### src/rtl/seq_det_pkg.sv
// seq_det_pkg: shared constants for the multi-channel sequence detector.
// Rev 1.0
`default_nettype none

package seq_det_pkg;
  localparam int   PAT_W_MAX = 16;
  localparam logic MODE_OVL  = 1'b1;
  localparam logic MODE_NOVL = 1'b0;
endpackage

`default_nettype wire

### src/rtl/seq_det_lane.sv
// seq_det_lane: one serial channel -- bit history, fill count and match register.
// Rev 1.0
`default_nettype none

module seq_det_lane
  import seq_det_pkg::*;
#(
  parameter int PAT_W = 4
) (
  input  logic             clk,
  input  logic             rst,
  input  logic             clr,
  input  logic [PAT_W-1:0] pat_q,
  input  logic             overlap,
  input  logic             din,
  input  logic             din_valid,
  output logic             hit,
  output logic             match
);

  localparam int                FILL_W    = $clog2(PAT_W_MAX + 1);
  localparam logic [FILL_W-1:0] FILL_FULL = FILL_W'(PAT_W);

  logic [PAT_W-1:0]  hist;
  logic [PAT_W-1:0]  hist_next;
  logic [FILL_W-1:0] fill;
  logic [FILL_W-1:0] fill_next;

  // hit is the next value of match; the top registers its OR alongside
  always_comb begin
    hist_next = {hist[PAT_W-2:0], din};
    fill_next = (fill == FILL_FULL) ? fill : fill + FILL_W'(1);
    hit       = din_valid && !clr && (fill_next == FILL_FULL) && (hist_next == pat_q);
  end

  always_ff @(posedge clk) begin
    if (rst || clr) begin
      hist  <= '0;
      fill  <= '0;
      match <= 1'b0;
    end else if (din_valid) begin
      hist  <= hist_next;
      fill  <= (hit && (overlap == MODE_NOVL)) ? '0 : fill_next;
      match <= hit;
    end else begin
      match <= 1'b0;
    end
  end

endmodule

`default_nettype wire

### src/rtl/seq_detect_multi.sv
// seq_detect_multi: N-channel programmable pattern detector with OR flag, sticky flag and hit counter.
// Rev 1.0
`default_nettype none

module seq_detect_multi
  import seq_det_pkg::*;
#(
  parameter int N_CH  = 3,
  parameter int PAT_W = 4,
  parameter int CNT_W = 8
) (
  input  logic             clk,
  input  logic             rst,
  input  logic             cfg_load,
  input  logic [PAT_W-1:0] pat_in,
  input  logic             overlap,
  input  logic [N_CH-1:0]  din,
  input  logic [N_CH-1:0]  din_valid,
  input  logic             clr_sticky,
  output logic [N_CH-1:0]  match,
  output logic             any_match,
  output logic             sticky_any,
  output logic [CNT_W-1:0] hit_cnt
);

  logic [PAT_W-1:0] pat_q;
  logic [N_CH-1:0]  hit_vec;
  logic             any_hit;

  for (genvar i = 0; i < N_CH; i++) begin : g_lane
    seq_det_lane #(
      .PAT_W(PAT_W)
    ) u_lane (
      .clk      (clk),
      .rst      (rst),
      .clr      (cfg_load),
      .pat_q    (pat_q),
      .overlap  (overlap),
      .din      (din[i]),
      .din_valid(din_valid[i]),
      .hit      (hit_vec[i]),
      .match    (match[i])
    );
  end

  assign any_hit = |hit_vec;

  // Set of the sticky flag takes priority over a simultaneous clear
  always_ff @(posedge clk) begin
    if (rst) begin
      pat_q      <= '0;
      any_match  <= 1'b0;
      sticky_any <= 1'b0;
      hit_cnt    <= '0;
    end else begin
      if (cfg_load) begin
        pat_q <= pat_in;
      end
      any_match <= any_hit;
      if (any_hit) begin
        sticky_any <= 1'b1;
      end else if (clr_sticky) begin
        sticky_any <= 1'b0;
      end
      if (any_hit && (hit_cnt != '1)) begin
        hit_cnt <= hit_cnt + CNT_W'(1);
      end
    end
  end

endmodule

`default_nettype wire

### config.mk
export PLATFORM = sky130hd
export DESIGN_NAME = seq_detect_multi
export DESIGN_NICKNAME = d
export VERILOG_FILES = /design/src/rtl/seq_det_pkg.sv /design/src/rtl/seq_det_lane.sv /design/src/rtl/seq_detect_multi.sv
export SDC_FILE = /design/constraint.sdc
export NUM_CORES = 1
export LEC_CHECK = 0
export BUFFER_PORTS_ARGS = -buffer_cell sky130_fd_sc_hd__buf_2
export CAP_MARGIN = 30
export CORE_ASPECT_RATIO = 1.2
export CORE_MARGIN = 10
export CORE_UTILIZATION = 50
export CTS_CLUSTER_DIAMETER = 200
export DETAILED_ROUTE_END_ITERATION = 10
export PLACE_DENSITY = 0.71
export SYNTH_ARGS = -nofsm -noshare
export SYNTH_HDL_FRONTEND = slang
export SYNTH_SLANG_ARGS = --single-unit
### constraint.sdc
create_clock -name clk -period 3.66 [get_ports clk]
set_input_delay 0.366 -clock clk [delete_from_list [all_inputs] [get_ports clk]]
set_output_delay 0.366 -clock clk [all_outputs]
set_load 0.02 [all_outputs]
Word-level counts from Yosys, hierarchy flattened

Cells that the tools add are included.
Widths: inputs -> output; s select.

Add/subtract/negate cells: 4
Reduce and logical (&&, ||, !) cells: 20
Bitwise gates (word level): 4
Equality and inequality tests: 10
Muxes and demuxes: 8

Operator list:

| operator            | count |
|---|---|
| $eq 5x3->1 const B  | 6 |
| $mux 5              | 6 |
| $add 5x1->5 const B | 3 |
| $logic_and 1x1->1   | 13 |
| $eq 4x4->1          | 3 |
| $add 8x1->8 const B | 1 |
| $ne 8x8->1 const B  | 1 |
| $reduce_or 2->1     | 3 |
| $not 1->1           | 4 |
| $reduce_or 3->1     | 1 |
| $mux 1              | 2 |
| $reduce_bool 2->1   | 1 |
| $logic_not 1->1     | 1 |
| $logic_or 1x1->1    | 1 |

Logic and storage cells: 59
Register bits after elaboration: 41
Output and inout bits: 13
Input port bits: 15

Logic depth before layout (Yosys ltp)

Gate-level depths: netlist of run 1.

Word-level depth: 7
Mapped depth: 9
Mapped depth without buffers: 9

Cells and area by module

From an unflattened synthesis of run 1, not the netlist that was laid out.

Cells, all modules: 246
Area total of the unflattened synthesis: 2230.9 um2

By module, submodules not included:

| module           | area each (um2) | seq. area each (um2) | times used | cells each |
|---|---|---|---|---|
| seq_det_lane     | 544.3           | 180.2                | 3          | 61 |
| seq_detect_multi | 598.1           | 280.3                | 1          | 63 |

Worst setup path after synthesis of run 1

No wires, ideal clock.

Path type: register to register
From: register g_lane[2].u_lane.fill[0]
To: register hit_cnt[6]
Path buffers: 0
Setup slack: 1442 ps
Setup time: 123 ps
Cell stages (with the launch flop): 10
Required time: 3537 ps
Period minus slack after synthesis: 2218 ps
Arrival time: 2095 ps
Cells stage by stage: dfxtp_1 inv_1 ha_1 nor2_1 nand3_1 nor4_1 nand4_4 and3_4 nor3_2 mux2_1

Word-level cells in the longest chain between the ends: 7
Elaborated cells between the ends (all ways): 8
Those cells by class: 1 x add/sub; 2 x eq/ne; 1 x mux; 4 x reduce/logical

Ends and longest elaborated chain:

| item                                      | RTL line               | text |
|---|---|---|
| start: declaration                        | seq_det_lane.sv:26     | `logic [FILL_W-1:0] fill;` |
| start signal: assignment                  | seq_det_lane.sv:43     | `fill <= (hit && (overlap == MODE_NOVL)) ? '0 : fill_next;` |
| $add 5x1->5 or $eq 5x3->1 (tied branches) | seq_det_lane.sv:32     | `fill_next = (fill == FILL_FULL) ? fill : fill + FILL_W'(1);` |
| $mux 5 (*)                                | seq_det_lane.sv:32     |  |
| $eq 5x3->1 (*)                            | seq_det_lane.sv:33     | `hit = din_valid && !clr && (fill_next == FILL_FULL) && (hist_next == pat_q);` |
| $logic_and 1x1->1 (*) (2 in series)       | seq_det_lane.sv:33     |  |
| $reduce_or 3->1 (*)                       | seq_detect_multi.sv:46 | `assign any_hit = \|hit_vec;` |
| $logic_and 1x1->1 (*)                     | seq_detect_multi.sv:65 | `if (any_hit && (hit_cnt != '1)) begin` |
| end signal: assignment                    | seq_detect_multi.sv:66 | `hit_cnt <= hit_cnt + CNT_W'(1);` |
| end: declaration                          | seq_detect_multi.sv:23 | `output logic [CNT_W-1:0] hit_cnt` |

Every way passes the cells marked *; elsewhere a longest branch is shown, timed or not.
A chain may end at the register's enable or synchronous reset.

Worst setup path after layout of run 1

Same ends and word-level chain as after synthesis.

==> results of run 1 <==
## per-stage QoR
stage	instances	util [%]	instance area, sq um	hold WS [ps]
6_report	326	57.09	2489	313.2
3_5_place_dp	319	55.11	2402	481.2
2_1_floorplan	252	-	2288	481.7
3_3_place_gp	319	55.11	2402	495.2
5_1_grt	326	57.09	2489	335.6
4_1_cts	326	57.09	2489	302.9
## flip-flops by register name, indices dropped and copies added, names as in the netlist
signal	count
g_lane.u_lane.hist	9
g_lane.u_lane.match	3
g_lane.u_lane.fill	15
any_match	1
pat_q	4
sticky_any	1
hit_cnt	8
## power by group
| group | internal [mW] | switching, mW |
|---|---|---|
| sequential | 0.453 | 0.0123 |
| clock | 0.150 | 0.154 |
| combinational | 0.0365 | 0.0431 |
## critical path: stages, from the launching register on
cell and delay (ps):
sky130_fd_sc_hd__dfxtp_1 410, sky130_fd_sc_hd__inv_1 100, sky130_fd_sc_hd__ha_1 310, sky130_fd_sc_hd__nor2_1 90
sky130_fd_sc_hd__nand3_1 80, sky130_fd_sc_hd__nor4_1 360, sky130_fd_sc_hd__nand4_4 240, sky130_fd_sc_hd__and3_4 240
sky130_fd_sc_hd__nor3_2 100, sky130_fd_sc_hd__mux2_1 330
## logic make-up after synthesis
| group | after synthesis |
|---|---|
| AOI/OAI and AO/OA | 46 |
| xor gates and xnor gates | 18 |
| adders and majority gates | 7 |
| buffers and inverters | 30 |
| DFF | 41 |
| muxes | 21 |
| and+or+nand+nor | 89 |
## final timing paths
| kind | start | end | slack, ps | depth (start not counted) |
|---|---|---|---|---|
| hold / removal | pat_in[2] | pat_q[2] | 310 | 3 |
| setup reg to reg | g_lane[2].u_lane.fill[0] | hit_cnt[6] | 1290 | 9 |
| hold reg to reg | sticky_any | sticky_any | 490 | 2 |
| setup / recovery | g_lane[2].u_lane.fill[0] | hit_cnt[6] | 1290 | 9 |
## final cells by class
cell class | count | area [sq um]
flip-flops and latches | 41 | 820.8
well taps | 56 | 70.07
clock buffers | 7 | 86.33
repair buffers | 27 | 135.1
inverters | 14 | 52.55
multi-input cells | 181 | 1324
fillers | 399 | 1871
## Yosys cell counts, drive strengths merged (2+ instances only)
master | instances | area [sq um]
dfxtp | 41 | 820.8
nor2 | 34 | 127.6
mux2i | 20 | 200.2
nand3 | 16 | 80.08
a21oi | 14 | 70.07
inv | 14 | 52.55
xnor2 | 11 | 96.34
clkbuf | 10 | 41.29
nand4 | 9 | 101.4
ha | 7 | 87.58
nand2 | 7 | 26.28
nand2b | 7 | 43.79
o21ai | 7 | 38.79
xor2 | 7 | 61.31
buf | 6 | 50.04
a21o | 5 | 37.54
o211ai | 5 | 37.54
a31oi | 4 | 61.31
a211oi | 3 | 22.52
a32o | 3 | 33.78
and3 | 3 | 23.77
nor4 | 3 | 31.28
or3b | 3 | 31.28
nor3 | 2 | 15.01
o21a | 2 | 17.52
## layer usage
| metal | vias to the layer above | global-route usage [%] | share of wire, % |
|---|---|---|---|
| li1 | 914 | - | - |
| met1 | 819 | 14.74 | 47 |
| met2 | 20 | 19.44 | 48 |
| met3 | 5 | 3.831 | 3.8 |
| met4 | 0 | 3.835 | 1.4 |
| met5 | - | 0 | 0 |
==> metrics.log, run 1 <==
[metrics] largest net degree at the start of global routing: 24
[metrics] flip-flop and latch count after synthesis: 41
[metrics] setup repair after global routing missed its margin: false
[metrics] violation count after the first detailed-route iteration: 78
[metrics] relative slew slack: about three fifths
[metrics] number of antenna cells inserted: 0
[metrics] Clock Latency Late Sink: ~300 ps
[metrics] first-pass detailed-route iteration total: 4
[metrics] hold_buf cts: 0
[metrics] number of rows in the core area: 26
[metrics] area share of xor/xnor cells in the synthesized design: a little under 7%
[metrics] Max Cap Violations: 0
[metrics] number of slew-limit violations in the final report: 0
[metrics] wire length of the first global-routing pass: 7493 microns
[metrics] total of warnings raised by yosys: 0
[metrics] Avg Inst Size Synth: 9.081 sq um
[metrics] drc violations: 0
[metrics] Tot GR Track Use: 12.07%
[metrics] hold crit path type: in -> reg
[metrics] sequential area share after synthesis: 35.87%
[metrics] unique cell type count in the Yosys netlist: 46
[metrics] Post-Synth Adder-Cell Area: 3.827%
[metrics] maximum level of the CTS H-tree: 2
[metrics] Top-Level Pins: 28
[metrics] most used flip-flop cell after synthesis: sky130_fd_sc_hd__dfxtp_1
[metrics] share of synthesized registers carrying an async set or reset: 0%
[metrics] residual overflow from global routing: 0
[metrics] cts bufs inserted: 5
[metrics] Routed WL per cell: 13.77 microns
[metrics] Pwr per Cell Area: 341.2 nW/um^2
[metrics] most frequent cells in the layout: 41 x sky130_fd_sc_hd__dfxtp_1, 34 x sky130_fd_sc_hd__nor2_1, 27 x sky130_fd_sc_hd__buf_2, 20 x sky130_fd_sc_hd__mux2i_1, 16 x sky130_fd_sc_hd__nand3_1
[metrics] CTS tree: built
[metrics] crit path DAT: 2560 ps
[metrics] clock root cell: sky130_fd_sc_hd__clkbuf_8
[metrics] Critical Path Sink Type: register
[metrics] main combinational cell family by area after synthesis: simple AND/OR/NAND/NOR gates
[metrics] post-synth net total: roughly 270
[metrics] kind of critical path: reg -> reg
[metrics] final hold violations: 0
[metrics] Total Power: 0.8490 mW
[metrics] pre-CTS setup slack: ~1300 ps
[metrics] FMAX: 421.6 MHz
[metrics] Worst Path Max Fanout: 7
[metrics] slew at the pin closest to its max-slew limit: about 600 ps
[metrics] initial antenna violation count: 0
[metrics] worst clock skew on the final layout: roughly 10 ps
[metrics] peak ir drop on the vdd network: about 220 uV
[metrics] EDFF count, synth: 0
[metrics] multiplexer area fraction after synthesis: 9.240%
[metrics] mean number of vias per cell: 5.393
[metrics] run status: finished, final reports clean
[metrics] setup_tns: 0 ps
[metrics] number of nets in the final layout: 292
[metrics] time the final worst path needs with I/O delays and setup: 2372 ps
[metrics] horizontal die dimension: between 80 and 90 microns
[metrics] Syn-to-layout area delta: 8.748%
[metrics] final critical-path share of the clock period: around 65%
[metrics] total detailed-routing wirelength: around 4500 microns
[metrics] number of sinks driven by the clock tree: 41
[metrics] final setup fails: 0
[metrics] remaining antenna violation count after routing: 0
[metrics] vertical extent of the die: 94.11 microns
[metrics] share of post-route cells with drive strength above 1: 19.63%
[metrics] placeable core area: ~4400 sq um
[metrics] post-synthesis share of cell area spent on and, or, nand and nor gates: 22.53%
[metrics] worst path required time: 3850 ps
[metrics] Gate Count Post-Synth: 252
[metrics] netlist area before placement: 2288 sq um
[metrics] CTS clk-pin slew, worst paths: roughly 80 ps
[metrics] via count of the routed design: 1758
[metrics] clock tree buffer depth: 2
[metrics] number of global-route vias before repair: 1700
[metrics] leakage component of the power: 1.017 nW
[metrics] Initial Utilization: 52.50%
[metrics] die area: 7694 sq um
[metrics] final setup slack of the worst path: 1288 ps
[metrics] Final GP Congestion: 0.7644
[metrics] half-perimeter wire length after detailed placement: between 3000 and 4000 microns
[metrics] Port-buffer cells: 27
[metrics] commonest non-fill, non-tap cell in the layout: sky130_fd_sc_hd__dfxtp_1
[metrics] kind of launch point of the worst setup path: register
[metrics] Compound-Gate Fraction of Synth Area: about 15%
[metrics] number of setup buffers added after CTS: 0
[metrics] count of instances resized after the clock tree is built: 0
(Power assumes the default switching activity.)
==> run 2, diff against run 1 <==
- ABC_AREA: unset -> 1
- clock period: 3.66 -> 2.4 ns (I/O delays scaled with it)
==> run 2 against run 1 <==
Compared with the run above: via count grew 30%; count of clock-buffer cells in the layout is the same; setup slack lost 890 ps; flip-flop and latch count is the same; total power grew 67%; worst hold slack lost 190 ps; critical path depth grew 3; die area grew 5.6%; combinational power grew 67%; clock skew is essentially flat; cell count grew 39%.
==> metrics.log, run 2 <==
[metrics] run status: finished, final reports clean
[metrics] share of post-route cells with drive strength above 1: 19.49% (-0.14 points)
[metrics] clock tree buffer depth: 2 (unchanged)
[metrics] internal cell power: 1.078 mW (+69%)
[metrics] Avg Inst Size Synth: 6.711 sq um (-26%)
[metrics] Port-buffer cells: 27 (unchanged)
[metrics] switching power summed over all nets: 0.3380 mW (+61%)
[metrics] Syn-to-layout area delta: 11.21%
[metrics] number of fill cells: 445 (+12%)
[metrics] reg-to-reg startpoint: g_lane[1].u_lane.fill[0]
[metrics] Routed WL per cell: 11.86 microns (-14%)
[metrics] total of warnings raised by yosys: 0 (unchanged)
[metrics] final setup fails: 0 (unchanged)
[metrics] flip-flop count of the largest register, all copies and words added: 15 (unchanged)
[metrics] net switching share of the total power: 23.87% (-0.80 points)
[metrics] number of antenna cells inserted: 0 (unchanged)
[metrics] final hold violations: 0 (unchanged)
[metrics] Max Cap Violations: 0 (unchanged)
[metrics] die area: 8127 sq um (+5.6%)
[metrics] cts bufs inserted: 5 (unchanged)
[metrics] number of cell instances on the worst register-to-register path: 12 (+3)
[metrics] most used flip-flop cell after synthesis: sky130_fd_sc_hd__dfxtp_1
[metrics] horizontal die dimension: 83.98 microns (+2.7%)
[metrics] worst clock skew on the final layout: 10.65 ps (+0.2131 ps)
[metrics] Initial Utilization: 52.68% (+0.19 points)
[metrics] slew at the pin closest to its max-slew limit: 478.8 ps (-123.6 ps)
[metrics] Pwr per Cell Area: 518.4 nW/um^2 (+52%)
[metrics] EDFF count, synth: 0 (unchanged)
[metrics] netlist area before placement: 2456 sq um (+7.3%)
[metrics] Gate Count Post-Synth: 366 (+45%)
[metrics] hold crit path type: in -> reg
[metrics] flip-flop and latch count after synthesis: 41 (unchanged)
[metrics] library cell with the largest summed area after synthesis: sky130_fd_sc_hd__dfxtp_1
[metrics] initial antenna violation count: 0 (unchanged)
[metrics] setup_tns: 0 ps (unchanged)
[metrics] final critical-path share of the clock period: 83.42% (+19 points)
[metrics] Area contributors post-synth: sky130_fd_sc_hd__dfxtp_1 33%, sky130_fd_sc_hd__nand2_1 14%, sky130_fd_sc_hd__inv_1 8.6%
[metrics] setup repair after global routing missed its margin: false
[metrics] placeable core area: 4662 sq um (+6.9%)
[metrics] most used standard cells in the synthesized netlist: 89 x sky130_fd_sc_hd__nand2_1, 56 x sky130_fd_sc_hd__inv_1, 41 x sky130_fd_sc_hd__dfxtp_1
[metrics] remaining antenna violation count after routing: 0 (unchanged)
[metrics] mean number of vias per cell: 5.049 (-6.4%)
[metrics] CTS tree: built
[metrics] maximum level of the CTS H-tree: 2 (unchanged)
[metrics] count of instances resized after the clock tree is built: 0 (unchanged)
[metrics] vertical extent of the die: 96.78 microns (+2.8%)
[metrics] Largest regs: g_lane.u_lane.fill x15, g_lane.u_lane.hist x9, hit_cnt x8
[metrics] commonest non-fill, non-tap cell in the layout: sky130_fd_sc_hd__nand2_1
[metrics] residual overflow from global routing: 0 (unchanged)
[metrics] kind of launch point of the worst setup path: register
[metrics] kind of critical path: reg -> reg
[metrics] wire length of the first global-routing pass: 9535 microns (+27%)
[metrics] Clock Latency Late Sink: 300 ps (about the same)
[metrics] Critical Path Sink Type: register
[metrics] number of nets in the final layout: 416 (+42%)
[metrics] number of rows in the core area: 27 (+3.8%)
[metrics] part of the total power dissipated in the clock network: 40.8% (+5.0 points)
[metrics] pre-CTS setup slack: 436.0 ps (-835.0 ps)
[metrics] via count of the routed design: 2287 (+30%)
[metrics] Top-Level Pins: 28 (unchanged)
[metrics] drc violations: 0 (unchanged)
[metrics] clock root cell: sky130_fd_sc_hd__clkbuf_8
[metrics] relative slew slack: 67.99% (+8.5 points)
[metrics] Comb power frac: 9.4% (about the same)
[metrics] R2R Path End: hit_cnt[6]
[metrics] CTS clk-pin slew, worst paths: 80 ps (about the same)
[metrics] violation count after the first detailed-route iteration: 141 (+81%)
[metrics] largest register by flop count: g_lane.u_lane.fill
[metrics] hold_buf cts: 0 (unchanged)
[metrics] leakage component of the power: 1.232 nW (+21%)
[metrics] Finished Layout Cells: 453 (+39%)
[metrics] crit path DAT: 2200 ps (-360 ps)
[metrics] worst path required time: 2590 ps (-1260 ps)
[metrics] Final GP Congestion: 0.8534 (+12%)
[metrics] startpoint of the tightest hold check path: rst
[metrics] sequential area share after synthesis: 33.42% (-2.4 points)
[metrics] most frequent cell after synthesis: sky130_fd_sc_hd__nand2_1
[metrics] fraction of power consumed by sequential logic: 49.8% (-5.0 points)
[metrics] total detailed-routing wirelength: 5373 microns (+20%)
[metrics] cell count of the worst hold path: 2 (-1)
[metrics] post-synth net total: 388 (+42%)
[metrics] Worst Path Max Fanout: 13 (+6)
[metrics] number of placed instances, taps included: 445 (+39%)
[metrics] Hold Path End: sticky_any
[metrics] time the final worst path needs with I/O delays and setup: 2002 ps (-370.1 ps)
[metrics] share of synthesized registers carrying an async set or reset: 0% (unchanged)
[metrics] final setup slack of the worst path: 398.0 ps (-889.9 ps)
[metrics] first-pass detailed-route iteration total: 4 (unchanged)
[metrics] share of the synthesized area in the top cell type: 33.42% (-2.4 points)
[metrics] Tot GR Track Use: 13.38% (+1.3 points)
[metrics] unique cell type count in the Yosys netlist: 28 (-39%)
[metrics] number of sinks driven by the clock tree: 41 (unchanged)
[metrics] FMAX: 499.5 MHz (+18%)
[metrics] largest net degree at the start of global routing: 16 (-33%)
[metrics] number of slew-limit violations in the final report: 0 (unchanged)
[metrics] number of setup buffers added after CTS: 0 (unchanged)
[metrics] setup slack, reg-to-reg: 400 ps (-890 ps)
[metrics] peak ir drop on the vdd network: 374.4 uV (+73%)
[metrics] half-perimeter wire length after detailed placement: 4200 microns (+28%)
[metrics] number of global-route vias before repair: 2206 (+30%)
[metrics] most frequent cells in the layout: 89 x sky130_fd_sc_hd__nand2_1, 56 x sky130_fd_sc_hd__inv_1, 41 x sky130_fd_sc_hd__dfxtp_1, 38 x sky130_fd_sc_hd__nor2_1, 27 x sky130_fd_sc_hd__buf_2
==> run 2: worst max path at each step <==
| stage | from | cells past startpoint | to |
|---|---|---|---|
| after floorplan | g_lane[1].u_lane.fill[0] | 13 | hit_cnt[2] |
| after global placement | g_lane[1].u_lane.fill[0] | 12 | hit_cnt[0] |
| after detailed placement | g_lane[1].u_lane.fill[0] | 12 | hit_cnt[6] |
| after CTS | g_lane[1].u_lane.fill[0] | 12 | hit_cnt[6] |
| after global routing | g_lane[1].u_lane.fill[0] | 13 | hit_cnt[2] |
| final | g_lane[1].u_lane.fill[0] | 12 | hit_cnt[6] |
==> run 2: worst max-delay path, stage by stage (launching register included) <==
cell,delay [ps]
sky130_fd_sc_hd__dfxtp_1,420
sky130_fd_sc_hd__inv_1,90
sky130_fd_sc_hd__ha_1,310
sky130_fd_sc_hd__inv_1,70
sky130_fd_sc_hd__nand2_1,50
sky130_fd_sc_hd__nor2_1,130
sky130_fd_sc_hd__nand3_2,110
sky130_fd_sc_hd__nor2_4,130
sky130_fd_sc_hd__nand3_4,80
sky130_fd_sc_hd__nand3_4,150
sky130_fd_sc_hd__nand2_1,120
sky130_fd_sc_hd__o21ai_0,180
sky130_fd_sc_hd__nor2_1,60
==> run 2: final cells by class <==
cell class / count / area (sq um) / area share (%)
timing repair buffer: 29 / 150.1 / 5.497
clock inverter: 1 / 30.03 / 1.099
clock buffer: 7 / 86.33 / 3.161
inverter: 63 / 236.5 / 8.658
multi-input combinational: 254 / 1335 / 48.88
tap: 58 / 72.57 / 2.657
sequential: 41 / 820.8 / 30.05
==> run 2: metal layers <==
| metal | global-route usage [%] | wire, microns | up-vias |
|---|---|---|---|
| met5 | 0 | 0 | - |
| met4 | 4.236 | 83 | 0 |
| met3 | 3.518 | 226 | 8 |
| met2 | 22.63 | 2553 | 43 |
| met1 | 15.91 | 2510 | 1018 |
| li1 | - | - | 1218 |
==> run 2: power by group through the flow <==
stage	registers [mW]	clock network (mW)	logic, mW
after global placement	0.721	0	0.132
after global routing	0.708	0.613	0.156
after floorplan	0.718	0	0.0946
after CTS	0.705	0.593	0.134
after detailed placement	0.722	0	0.133
final	0.706	0.577	0.133
==> run 2: cells by family after synthesis <==
| group | count (synthesis) | synth area share [%] |
|---|---|---|
| AO/OA/AOI/OAI | 48 | 10.80 |
| XOR/XNOR | 2 | 0.7133 |
| adder cells (fa/ha/maj) | 7 | 3.566 |
| buffers and inverters | 71 | 12.23 |
| flip-flops | 41 | 33.42 |
| AND/OR/NAND/NOR | 197 | 39.28 |
==> run 2: stage by stage <==
stage / utilization, % / instance area, sq um / power (mW) / hold slack, ps
2_1_floorplan: - / 2456 / 0.8128 / 312.4
5_1_grt: 58.59 / 2731 / 1.476 / 141.8
3_3_place_gp: 56.09 / 2615 / 0.8529 / 435.7
4_1_cts: 58.59 / 2731 / 1.432 / 123.3
6_report: 58.59 / 2731 / 1.416 / 127.4
3_5_place_dp: 56.09 / 2615 / 0.8544 / 440.8
==> run 3, diff against run 2 <==
- clock period: 2.4 -> 2.1 ns (I/O delays scaled with it)
==> run 3 against run 2 <==
Compared with the run above: combinational power grew 16%; largest power group unchanged; flip-flop and latch count is the same; sequential power grew 14%; register-to-register slack lost 170 ps; non-clock buffer count grew 3; via count grew 0.74%; cell count grew 0.66%; maximum frequency grew 6.8%.
==> metrics.log, run 3 (same netlist as run 2, synthesis figures left out) <==
[metrics] run status: finished, final reports clean
[metrics] wire length of the first global-routing pass: 9425 microns (-1.2%)
[metrics] largest register by flop count: g_lane.u_lane.fill
[metrics] detailed-route wire length on metal 1: 2454 microns (-2.2%)
[metrics] Largest regs: g_lane.u_lane.fill x15, g_lane.u_lane.hist x9, hit_cnt x8
[metrics] Hold Path End: sticky_any
[metrics] most frequent cells in the layout: 89 x sky130_fd_sc_hd__nand2_1, 56 x sky130_fd_sc_hd__inv_1, 41 x sky130_fd_sc_hd__dfxtp_1, 38 x sky130_fd_sc_hd__nor2_1, 27 x sky130_fd_sc_hd__buf_2
[metrics] Clock Latency Late Sink: 300 ps (about the same)
[metrics] Syn-to-layout area delta: 12.28%
[metrics] final setup fails: 0 (unchanged)
[metrics] placeable core area: 4662 sq um (unchanged)
[metrics] number of rows in the core area: 27 (unchanged)
[metrics] CP Depth: 12 (unchanged)
[metrics] mean number of vias per cell: 5.053 (about the same)
[metrics] die area: 8127 sq um (unchanged)
[metrics] final setup slack of the worst path: 226.0 ps (-172.0 ps)
[metrics] vertical extent of the die: 96.78 microns (unchanged)
[metrics] share of post-route cells with drive strength above 1: 20.35% (+0.86 points)
[metrics] initial antenna violation count: 0 (unchanged)
[metrics] hold crit path type: in -> reg
[metrics] number of setup buffers added after CTS: 0 (unchanged)
[metrics] pre-CTS setup slack: 223.1 ps (-212.8 ps)
[metrics] Port-buffer cells: 27 (unchanged)
[metrics] critical path's top delay family: simple AND/OR/NAND/NOR gates
[metrics] number of global-route vias before repair: 2176 (-1.4%)
[metrics] Tot GR Track Use: 13.43% (+0.050 points)
[metrics] worst clock skew on the final layout: 6.032 ps (-4.623 ps)
[metrics] crit path DAT: 2070 ps (-130 ps)
[metrics] hold_buf cts: 0 (unchanged)
[metrics] clock root cell: sky130_fd_sc_hd__clkbuf_8
[metrics] peak ir drop on the vdd network: 350.5 uV (-6.4%)
[metrics] CTS clk-pin slew, worst paths: 80 ps (about the same)
[metrics] Initial Utilization: 52.68% (unchanged)
[metrics] half-perimeter wire length after detailed placement: 4312 microns (+2.7%)
[metrics] number of nets in the final layout: 419 (+0.72%)
[metrics] cts bufs inserted: 5 (unchanged)
[metrics] Top-Level Pins: 28 (unchanged)
[metrics] setup repair after global routing missed its margin: false
[metrics] clock tree buffer depth: 2 (unchanged)
[metrics] maximum level of the CTS H-tree: 2 (unchanged)
[metrics] Routed WL per cell: 11.92 microns (+0.49%)
[metrics] relative slew slack: 77.08% (+9.1 points)
[metrics] highest metal layer with signal wires: met4
[metrics] via count of the routed design: 2304 (+0.74%)
[metrics] length of routed met2 wiring: 2671 microns (+4.6%)
[metrics] R2R Path End: hit_cnt[6]
[metrics] Final GP Congestion: 0.8559 (+0.29%)
[metrics] number of slew-limit violations in the final report: 0 (unchanged)
[metrics] CTS tree: built
[metrics] Pwr per Cell Area: 589.7 nW/um^2 (+14%)
[metrics] setup_tns: 0 ps (unchanged)
[metrics] biggest cell delay along the critical path: 400 ps (-20 ps)
[metrics] total detailed-routing wirelength: 5435 microns (+1.2%)
[metrics] remaining antenna violation count after routing: 0 (unchanged)
[metrics] final hold violations: 0 (unchanged)
[metrics] number of antenna cells inserted: 0 (unchanged)
[metrics] slew at the pin closest to its max-slew limit: 343.4 ps (-135.4 ps)
[metrics] Critical Path Sink Type: register
[metrics] count of buffer and inverter cells on the critical path: 2 (unchanged)
[metrics] FMAX: 533.6 MHz (+6.8%)
[metrics] commonest non-fill, non-tap cell in the layout: sky130_fd_sc_hd__nand2_1
[metrics] residual overflow from global routing: 0 (unchanged)
[metrics] number of cell instances on the worst register-to-register path: 12 (unchanged)
[metrics] startpoint of the tightest hold check path: rst
[metrics] Slowest-stage cell, CP: sky130_fd_sc_hd__dfxtp_1
[metrics] flip-flop count of the largest register, all copies and words added: 15 (unchanged)
[metrics] leakage component of the power: 1.245 nW (+1.0%)
[metrics] time the final worst path needs with I/O delays and setup: 1874 ps (-128.0 ps)
[metrics] cell count of the worst hold path: 2 (unchanged)
[metrics] drc violations: 0 (unchanged)
[metrics] Worst Path Max Fanout: 13 (unchanged)
[metrics] cell chain of the critical path: inv_1 -> ha_1 -> inv_1 -> nand2_1 -> nor2_1 -> nand3_2 -> nor2_4 -> nand3_4 -> nand3_4 -> nand2_1 -> o21ai_0 -> nor2_1
[metrics] kind of critical path: reg -> reg
[metrics] number of sinks driven by the clock tree: 41 (unchanged)
[metrics] worst path required time: 2300 ps (-290 ps)
[metrics] Max Cap Violations: 0 (unchanged)
[metrics] first-pass detailed-route iteration total: 4 (unchanged)
[metrics] setup slack, reg-to-reg: 230 ps (-170 ps)
[metrics] horizontal die dimension: 83.98 microns (unchanged)
[metrics] reg-to-reg startpoint: g_lane[1].u_lane.fill[1]
[metrics] kind of launch point of the worst setup path: register
[metrics] largest net degree at the start of global routing: 16 (unchanged)
[metrics] final critical-path share of the clock period: 89.24% (+5.8 points)
[metrics] count of instances resized after the clock tree is built: 0 (unchanged)
[metrics] Met3 Routed Length: 232 microns (+2.7%)
[metrics] violation count after the first detailed-route iteration: 92 (-35%)
run 3: cell count changes in the layout (fill, tap and decap cells not counted):
cell                         change
sky130_fd_sc_hd__clkbuf_1        -1
sky130_fd_sc_hd__clkinvlp_4      +1
sky130_fd_sc_hd__buf_4           +3
run 3: worst max path at each step:
| stage | start | to | slack, ps |
|---|---|---|---|
| final | g_lane[1].u_lane.fill[1] | hit_cnt[6] | 230 |
| after global routing | g_lane[1].u_lane.fill[1] | hit_cnt[6] | 5 |
| after detailed placement | g_lane[1].u_lane.fill[1] | hit_cnt[0] | 220 |
| after CTS | g_lane[1].u_lane.fill[1] | hit_cnt[6] | 220 |
| after global placement | g_lane[0].u_lane.fill[0] | hit_cnt[6] | 260 |
| after floorplan | g_lane[1].u_lane.fill[0] | hit_cnt[2] | 340 |
run 3: per-stage QoR:
step	hold WS, ps	power (mW)	cells	util, %	area [sq um]
after floorplan	282.4	0.9289	366	-	2456
after global placement	406.1	0.9765	448	56.58	2638
after detailed placement	410.2	0.9775	448	56.58	2638
after CTS	86.85	1.642	456	59.15	2758
after global routing	89.96	1.704	456	59.15	2758
final	90.95	1.626	456	59.15	2758
run 3: where the power goes:
group | internal, mW | total, mW | leakage, nW | switching [mW]
combinational | 0.0546 | 0.154 | 0.855 | 0.0996
clock | 0.386 | 0.666 | 0.0574 | 0.280
sequential | 0.790 | 0.806 | 0.332 | 0.0152
total | 1.23 | 1.63 | 1.24 | 0.395
run 3: area by class of cell:
type	instances	area, sq um
clock buffers	6	82.58
clock inverters	2	37.54
fillers	444	1904
inverters	63	236.5
multi-input cells	254	1335
flip-flops and latches	41	820.8
well taps	58	72.57
repair buffers	32	172.7
run 3: metal layers:
metal,GRT usage (%),up-vias
met5,0,-
li1,-,1217
met4,5.006,0
met3,3.350,7
met1,15.33,1041
met2,23.28,39
